`config.mk`:
```
export PLATFORM = sky130hd
export DESIGN_NAME = vrp_fifo
export DESIGN_NICKNAME = d
export VERILOG_FILES = /design/src/rtl/vrp_pkg.sv /design/src/rtl/vrp_fifo_mem.sv /design/src/rtl/vrp_fifo.sv
export SDC_FILE = /design/constraint.sdc
export NUM_CORES = 1
export LEC_CHECK = 0
export ABC_AREA = 1
export ABC_CLOCK_PERIOD_IN_PS = 4400
export CORE_ASPECT_RATIO = 1.1
export CORE_MARGIN = 2
export CORE_UTILIZATION = 43
export DETAILED_ROUTE_END_ITERATION = 8
export PLACE_DENSITY = 0.65
export SYNTH_ARGS = -nofsm -noshare
export SYNTH_HDL_FRONTEND = slang
export SYNTH_SLANG_ARGS = --single-unit
```
`constraint.sdc`:
```
create_clock -name clk -period 4.4 [get_ports clk]
set_clock_uncertainty 0.2 [all_clocks]
set_input_delay 1.1 -clock clk [delete_from_list [all_inputs] [get_ports clk]]
set_output_delay 1.1 -clock clk [all_outputs]
set_load 0.02 [all_outputs]
```
`src/rtl/vrp_pkg.sv`:
```
// Shared constants and width helpers for the valid/ready FIFO slice.
package vrp_pkg;

    localparam int VRP_DEF_PLD_WIDTH = 32;

    // Address width that never collapses to zero bits for tiny depths.
    function automatic int vrp_addr_w(input int depth);
        int w;
        w = $clog2(depth);
        if (w < 1) begin
            w = 1;
        end else begin
            w = w;
        end
        return w;
    endfunction

endpackage

```
`src/rtl/vrp_fifo_mem.sv`:
```
// DEPTH x PLD_WIDTH register file: one synchronous write port, one asynchronous read port.
module vrp_fifo_mem
    import vrp_pkg::*;
#(
    parameter int DEPTH     = 4,
    parameter int PLD_WIDTH = VRP_DEF_PLD_WIDTH,
    parameter int ADDR_W    = vrp_addr_w(DEPTH)
) (
    input  logic                 clk,
    input  logic                 we,
    input  logic [ADDR_W-1:0]    waddr,
    input  logic [PLD_WIDTH-1:0] wdata,
    input  logic [ADDR_W-1:0]    raddr,
    output logic [PLD_WIDTH-1:0] rdata
);

    logic [PLD_WIDTH-1:0] mem_r [DEPTH];

    // Storage write; contents are deliberately left unreset.
    always_ff @(posedge clk) begin
        if (we) begin
            mem_r[waddr] <= wdata;
        end
    end

    assign rdata = mem_r[raddr];

endmodule

```
`src/rtl/vrp_fifo.sv`:
```
// Valid/ready FIFO with registered first-word-fall-through head, occupancy and almost-full.
module vrp_fifo
    import vrp_pkg::*;
#(
    parameter int DEPTH     = 4,
    parameter int PLD_WIDTH = VRP_DEF_PLD_WIDTH,
    parameter int AFULL_TH  = DEPTH - 1,
    parameter int CNT_W     = $clog2(DEPTH) + 1
) (
    input  logic                 clk,
    input  logic                 rst,
    input  logic                 clr,
    input  logic                 vld_s,
    output logic                 rdy_s,
    input  logic [PLD_WIDTH-1:0] pld_s,
    output logic                 vld_m,
    input  logic                 rdy_m,
    output logic [PLD_WIDTH-1:0] pld_m,
    output logic [CNT_W-1:0]     cnt,
    output logic                 afull
);

    localparam int PTR_W = vrp_addr_w(DEPTH);

    typedef logic [CNT_W-1:0] vrp_cnt_t;
    typedef logic [PTR_W-1:0] vrp_ptr_t;

    localparam vrp_cnt_t CNT_ZERO  = vrp_cnt_t'(0);
    localparam vrp_cnt_t CNT_ONE   = vrp_cnt_t'(1);
    localparam vrp_cnt_t CNT_FULL  = vrp_cnt_t'(DEPTH);
    localparam vrp_cnt_t CNT_AFULL = vrp_cnt_t'(AFULL_TH);
    localparam vrp_ptr_t PTR_ZERO  = vrp_ptr_t'(0);
    localparam vrp_ptr_t PTR_ONE   = vrp_ptr_t'(1);

    vrp_ptr_t wr_ptr_r;
    vrp_ptr_t rd_ptr_r;
    vrp_cnt_t cnt_r;
    vrp_ptr_t wr_ptr_nxt_s;
    vrp_ptr_t rd_ptr_nxt_s;
    vrp_cnt_t cnt_nxt_s;
    logic     push_s;
    logic     pop_s;
    logic     we_s;

    // Handshakes only see registered state, so rdy_m never reaches rdy_s.
    assign rdy_s  = (cnt_r != CNT_FULL);
    assign vld_m  = (cnt_r != CNT_ZERO);
    assign cnt    = cnt_r;
    assign afull  = (cnt_r >= CNT_AFULL);
    assign push_s = vld_s & rdy_s;
    assign pop_s  = vld_m & rdy_m;
    assign we_s   = push_s & ~clr;

    // Next pointer/occupancy; a flush outranks any push or pop in the same cycle.
    always_comb begin
        wr_ptr_nxt_s = wr_ptr_r;
        rd_ptr_nxt_s = rd_ptr_r;
        cnt_nxt_s    = cnt_r;
        if (clr) begin
            wr_ptr_nxt_s = PTR_ZERO;
            rd_ptr_nxt_s = PTR_ZERO;
            cnt_nxt_s    = CNT_ZERO;
        end else begin
            if (push_s) begin
                wr_ptr_nxt_s = wr_ptr_r + PTR_ONE;
            end else begin
                wr_ptr_nxt_s = wr_ptr_r;
            end
            if (pop_s) begin
                rd_ptr_nxt_s = rd_ptr_r + PTR_ONE;
            end else begin
                rd_ptr_nxt_s = rd_ptr_r;
            end
            case ({push_s, pop_s})
                2'b10:   cnt_nxt_s = cnt_r + CNT_ONE;
                2'b01:   cnt_nxt_s = cnt_r - CNT_ONE;
                default: cnt_nxt_s = cnt_r;
            endcase
        end
    end

    // Pointer and occupancy registers.
    always_ff @(posedge clk or posedge rst) begin
        if (rst) begin
            wr_ptr_r <= PTR_ZERO;
            rd_ptr_r <= PTR_ZERO;
            cnt_r    <= CNT_ZERO;
        end else begin
            wr_ptr_r <= wr_ptr_nxt_s;
            rd_ptr_r <= rd_ptr_nxt_s;
            cnt_r    <= cnt_nxt_s;
        end
    end

    vrp_fifo_mem #(
        .DEPTH     (DEPTH),
        .PLD_WIDTH (PLD_WIDTH),
        .ADDR_W    (PTR_W)
    ) u_mem (
        .clk   (clk),
        .we    (we_s),
        .waddr (wr_ptr_r),
        .wdata (pld_s),
        .raddr (rd_ptr_r),
        .rdata (pld_m)
    );

endmodule

```
Word-level counts from Yosys, hierarchy flattened
Memory sizes are Yosys's and may differ from the RTL's.
Cells that the tools add are included.
Widths: inputs -> output; s select.
- register bits: 7
- bits in writable memories: 128
- output and inout port bits: 38
- word-level logic and storage cells: 28
- memories: 1
- add/subtract/negate cells: 4
- magnitude comparators: 1
- equal/unequal tests: 3
- muxes and demuxes: 8
- bitwise operators: 4
- reductions and logical operators: 4
- memories (name ; words ; bits a word ; rd ports ; clocked after Yosys merged registers in ; write ports ; line ; text):
    u_mem.mem_r ; 4 ; 32 ; 1 ; 0 ; 1 ; vrp_fifo_mem.sv:17 ; logic [PLD_WIDTH-1:0] mem_r [DEPTH];
- operators by type and width (operator ; number):
    $mux 2 ; 4
    $pmux 3 s2 ; 1
    $reduce_bool 3->1 ; 2
    $add 2x1->2 const B ; 2
    $reduce_bool 2->1 ; 2
    $add 3x1->3 const B ; 1
    $and 1x1->1 ; 3
    $ge 3x2->1 const B ; 1
    $mux 3 ; 1
    $ne 3x3->1 const B ; 1
    $sub 3x1->3 const B ; 1
    $eq 2x1->1 const B ; 1
    $eq 2x2->1 const B ; 1
    $mux 1 ; 2
    $not 1->1 ; 1

Longest topological paths before layout
- depth after elaboration: 5
- mapped depth: 12
- depth with buffers taken out: 12

Modules after synthesis
Synthesis repeated with hierarchy kept, for this count alone.
- cells, all modules: 567
- area, all modules: 5910.7 um^2
- by module, submodules not included (module ; instances ; cells an instance ; area an instance (um^2) ; seq. area each (um^2)):
    vrp_fifo_mem ; 1 ; 509 ; 5437.7 ; 3843.7
    vrp_fifo ; 1 ; 58 ; 473.0 ; 175.2

Worst setup path after synthesis
OpenSTA, ideal clock, no wires.
- path kind: input port to flip-flop
- start: input port vld_s
- end: memory u_mem.mem_r[0][0] in the netlist's numbering, enable pin
- library setup time: 0.421 ns
- arrival time: 2.685 ns
- required time: 3.779 ns
- path slack: 1.094 ns
- cell stages on the path: 4
- buffers on the path: 0
- cells stage by stage: nand2_4 > inv_4 > nand2_1 > nor2_1
- cells in the longest elaborated chain, start to end: 4
- RTL lines (element ; line ; text):
    start: declaration ; vrp_fifo.sv:13 ; input logic vld_s,
    $and 1x1->1 ; vrp_fifo.sv:50 ; assign push_s = vld_s & rdy_s;
    $and 1x1->1 ; vrp_fifo.sv:52 ; assign we_s = push_s & ~clr;
    $mux 1 ; vrp_fifo_mem.sv:21 ; if (we) begin
    $mux 1 (not written as such) ; vrp_fifo_mem.sv:22 ; mem_r[waddr] <= wdata;
    end: declaration ; vrp_fifo_mem.sv:17 ;
Every way passes these cells.

Worst setup path in the final report
- start: register rd_ptr_r[0]
- end: output port pld_m[31]
- cells in the longest elaborated chain, start to end: 1
- RTL lines (element ; line ; text):
    start: declaration ; vrp_fifo.sv:36 ; vrp_ptr_t rd_ptr_r;
    start signal: assignment ; vrp_fifo.sv:90 ; rd_ptr_r <= rd_ptr_nxt_s;
    $mem_v2 4x32 ; n/a ;
    end: declaration ; vrp_fifo.sv:18 ; output logic [PLD_WIDTH-1:0] pld_m,
Every way passes these cells.

==> results.md <==
* Final Routed Wirelength at 10.8 mm
* CTS Hold Bufs at 0
* Drt pass-1 iters at 5
* Dpl cell area at 6180 sq um
* Grt met2 use at 0.296
* Die Span X at 109 um
* CTS clk-pin slew, worst paths at 50 ps
* CP startpoint: rd_ptr_r[0]
* Placed cell count at 591
* Worst-path maximum fanout at 65
* Power share of the combinational group at 0.285
* Via count at 3248
* Net Sw Frac at 0.300
* Placement Setup Slack at ~1100 ps
* Req. time, crit path at 3100 ps
* DRT antenna net count at 0
* Setup slack, reg-to-reg at approximately 2200 ps
* Starting DRC count in detailed routing at around 210
* Cell count after synthesis at approximately 380
* Pin count of the biggest net entering global routing at 66
* Pins Over Slew Limit at 0
* Share of power burned in registers at 0.385
* Peak Freq at 0.269 GHz
* DRC viols at 0
* Post-Syn Nets at ~420
* CTS buffer count at 17
* Cells taking the most area after synthesis: edfxtp_1 (73%), o21ai_0 (6.1%), nor2_1 (4.9%)
* Htree depth at 4
* Int Power at 2.78 mW
* Drt via density at 5.21
* Final setup margin at 678 ps
* RD Place Congestion at 0.728
* Dominant cell type by area after synthesis: edfxtp_1
* Layout Area Growth over Synthesis at 28.6%
* Synth Cell Area at 5230 sq um
* Global-route wire length before repair at 17.0 mm
* Worst Setup End Kind: primary output
* Post-CTS Setup Bufs at 0
* Syn Area/Cell at about 14 sq um
* Crit share post-route at 0.846
* Die Ht at 120 um
* Non-filler cells, final at about 620
* Final setup fails at 0
* R2R depth at 7
* RSZ-0062 raised after global routing: no
* Reg area at 4020 sq um
* Critical R2R Capture: u_mem.mem_r[3][12]
* Num Clock Sinks at between 100 and 150
* Total track usage at 0.177
* # diodes at 0
* Ys async rst share at 0.0519
* Layout cells sized above 1 at 0.107
* Worst-Margin Slew at between 600 and 700 ps
* Post_cts resized at 0
* Worst reg2reg startpoint: cnt[0]
* Max capacitance violation total at 0
* Worst-skew pair later-pin latency at 400 ps
* GRT met1 Usage at 0.222
* Arr. time, crit path at 2420 ps
* Vias in the first global route at about 3400
* Distinct cells, synth at 26
* Ys Warns at 0
* Worst Hold Class: flop to flop
* Power per cell area at 591 nW/um^2
* GR peak layer: met2
* Fill count at 1007
* WL/cell at 17.3 um
* Multi-input logic area at around 1100 sq um
* P_leak at 2.33 nW
* Fin. Hold Viols at 0
* Top-count cell post-synth: edfxtp_1
* Synth cell count leaders: edfxtp_1 (128), nor2_1 (68), o21ai_0 (64)
* Clock share of power at 0.331
* Root Buffer: clkbuf_16
* Peak VDD IR at approximately 0.00042 V
* Io pins at 75
* Final Cell Area at 6730 sq um
* Row count at 42
* Die area at 13100 sq um
* CORE AREA at around 12000 sq um
* Antenna violations before repair at 0
* Setup Crit Path Kind: flop to primary output
* Initial Utilization at 0.437
* Fin util at 0.562
* Yosys reg bits at around 140
* Final hold slack at ~400 ps
* Min cycle time layout at 3720 ps
* Global route overflow at 0
* Startpoint Class: flop
* Total Power Consumption at 3.98 mW
* Slew Limit Headroom at 0.588
* TritonCTS clock tree: yes
* Status: finished clean
* Count of input and output buffers at 74
* TNS Setup at 0 ps
* Synth top area share at 0.734
* Register area share after synthesis at 0.768
* Post-synth EDFFs at 128
* Net count, final at 498
* Longest Clk Path Bufs at 2
* Worst Setup EP: pld_m[31]
* Met3 Use GR at 0.0516
* Post-DP HPWL at about 6.2 mm
* Psw at 1.19 mW
* Prevailing post-synth register cell: edfxtp_1
## area by class of cell
class,count,area share
clock inverters,5,0.00743
inverters,15,0.00873
well taps,154,0.0286
flip-flops and latches,135,0.597
repair buffers,82,0.123
multi-input cells,205,0.161
clock buffers,27,0.0747
## cell families (layout without fill, tap and decap cells)
| kind of cell | count (synthesis) | in the layout | synth area share |
|---|---|---|---|
| DFF | 135 | 135 | 0.768 |
| buffers and inverters | 35 | 129 | 0.0311 |
| and+or+nand+nor | 97 | 97 | 0.0801 |
| xor gates and xnor gates | 1 | 1 | 0.00167 |
| adders and majority gates | 5 | 5 | 0.0134 |
| AOI/OAI and AO/OA | 102 | 102 | 0.106 |
## cells in the final DEF, fill, tap and decap left out
| cell | count |
|---|---|
| nand3_1 | 5 |
| inv_4 | 1 |
| a21oi_1 | 2 |
| xnor2_1 | 1 |
| nand2_4 | 4 |
| inv_2 | 1 |
| buf_4 | 6 |
| inv_1 | 12 |
| clkbuf_1 | 6 |
| clkinv_2 | 4 |
| edfxtp_1 | 128 |
| o21ai_0 | 64 |
| dfrtp_2 | 1 |
| clkdlybuf4s50_1 | 74 |
| nand3b_1 | 1 |
| a21oi_2 | 1 |
| dfrtp_1 | 6 |
| ha_1 | 4 |
| clkbuf_8 | 4 |
| o21ai_1 | 3 |
| buf_12 | 2 |
| nor2_2 | 1 |
| fa_1 | 1 |
| nand2_1 | 15 |
| clkbuf_16 | 17 |
| nand2_2 | 2 |
| nor2_4 | 5 |
| o22ai_1 | 32 |
| bufinv_16 | 1 |
| nor2_1 | 64 |
| clkinv_1 | 1 |
## power by group through the flow
| stage | clock [mW] | combinational (mW) | sequential [mW] |
|---|---|---|---|
| after floorplan | 0 | 0.648 | 1.56 |
| after global placement | 0 | 1.13 | 1.55 |
| after detailed placement | 0 | 1.15 | 1.56 |
| after CTS | 1.33 | 1.15 | 1.53 |
| after global routing | 1.39 | 1.23 | 1.54 |
| final | 1.31 | 1.13 | 1.53 |
## flip-flops by register name, indices dropped and copies added (netlist names)
register     flops
u_mem.mem_r    128
wr_ptr_r         2
rd_ptr_r         2
cnt              3
## routing by layer
metal	up-vias	routed length [um]
met2	101	5550
met1	1597	4520
li1	1537	-
met3	13	599
met4	0	128
met5	-	0
## critical path, stage by stage (launching register included)
cell	delay, ps
dfrtp_2	360
buf_4	500
o21ai_0	200
o22ai_1	280
clkdlybuf4s50_1	660
## worst min path at each step
stage               slack, ps        start          end  cells after the start
CTS                       400       cnt[1]       cnt[1]                      2
global route              450       cnt[1]       cnt[1]                      2
global placement          380       cnt[1]       cnt[1]                      2
floorplan                 380  wr_ptr_r[1]  wr_ptr_r[1]                      2
detailed placement        390       cnt[1]       cnt[1]                      2
finish                    400       cnt[1]       cnt[1]                      2
No activity file was read; power rests on OpenSTA's default activity.
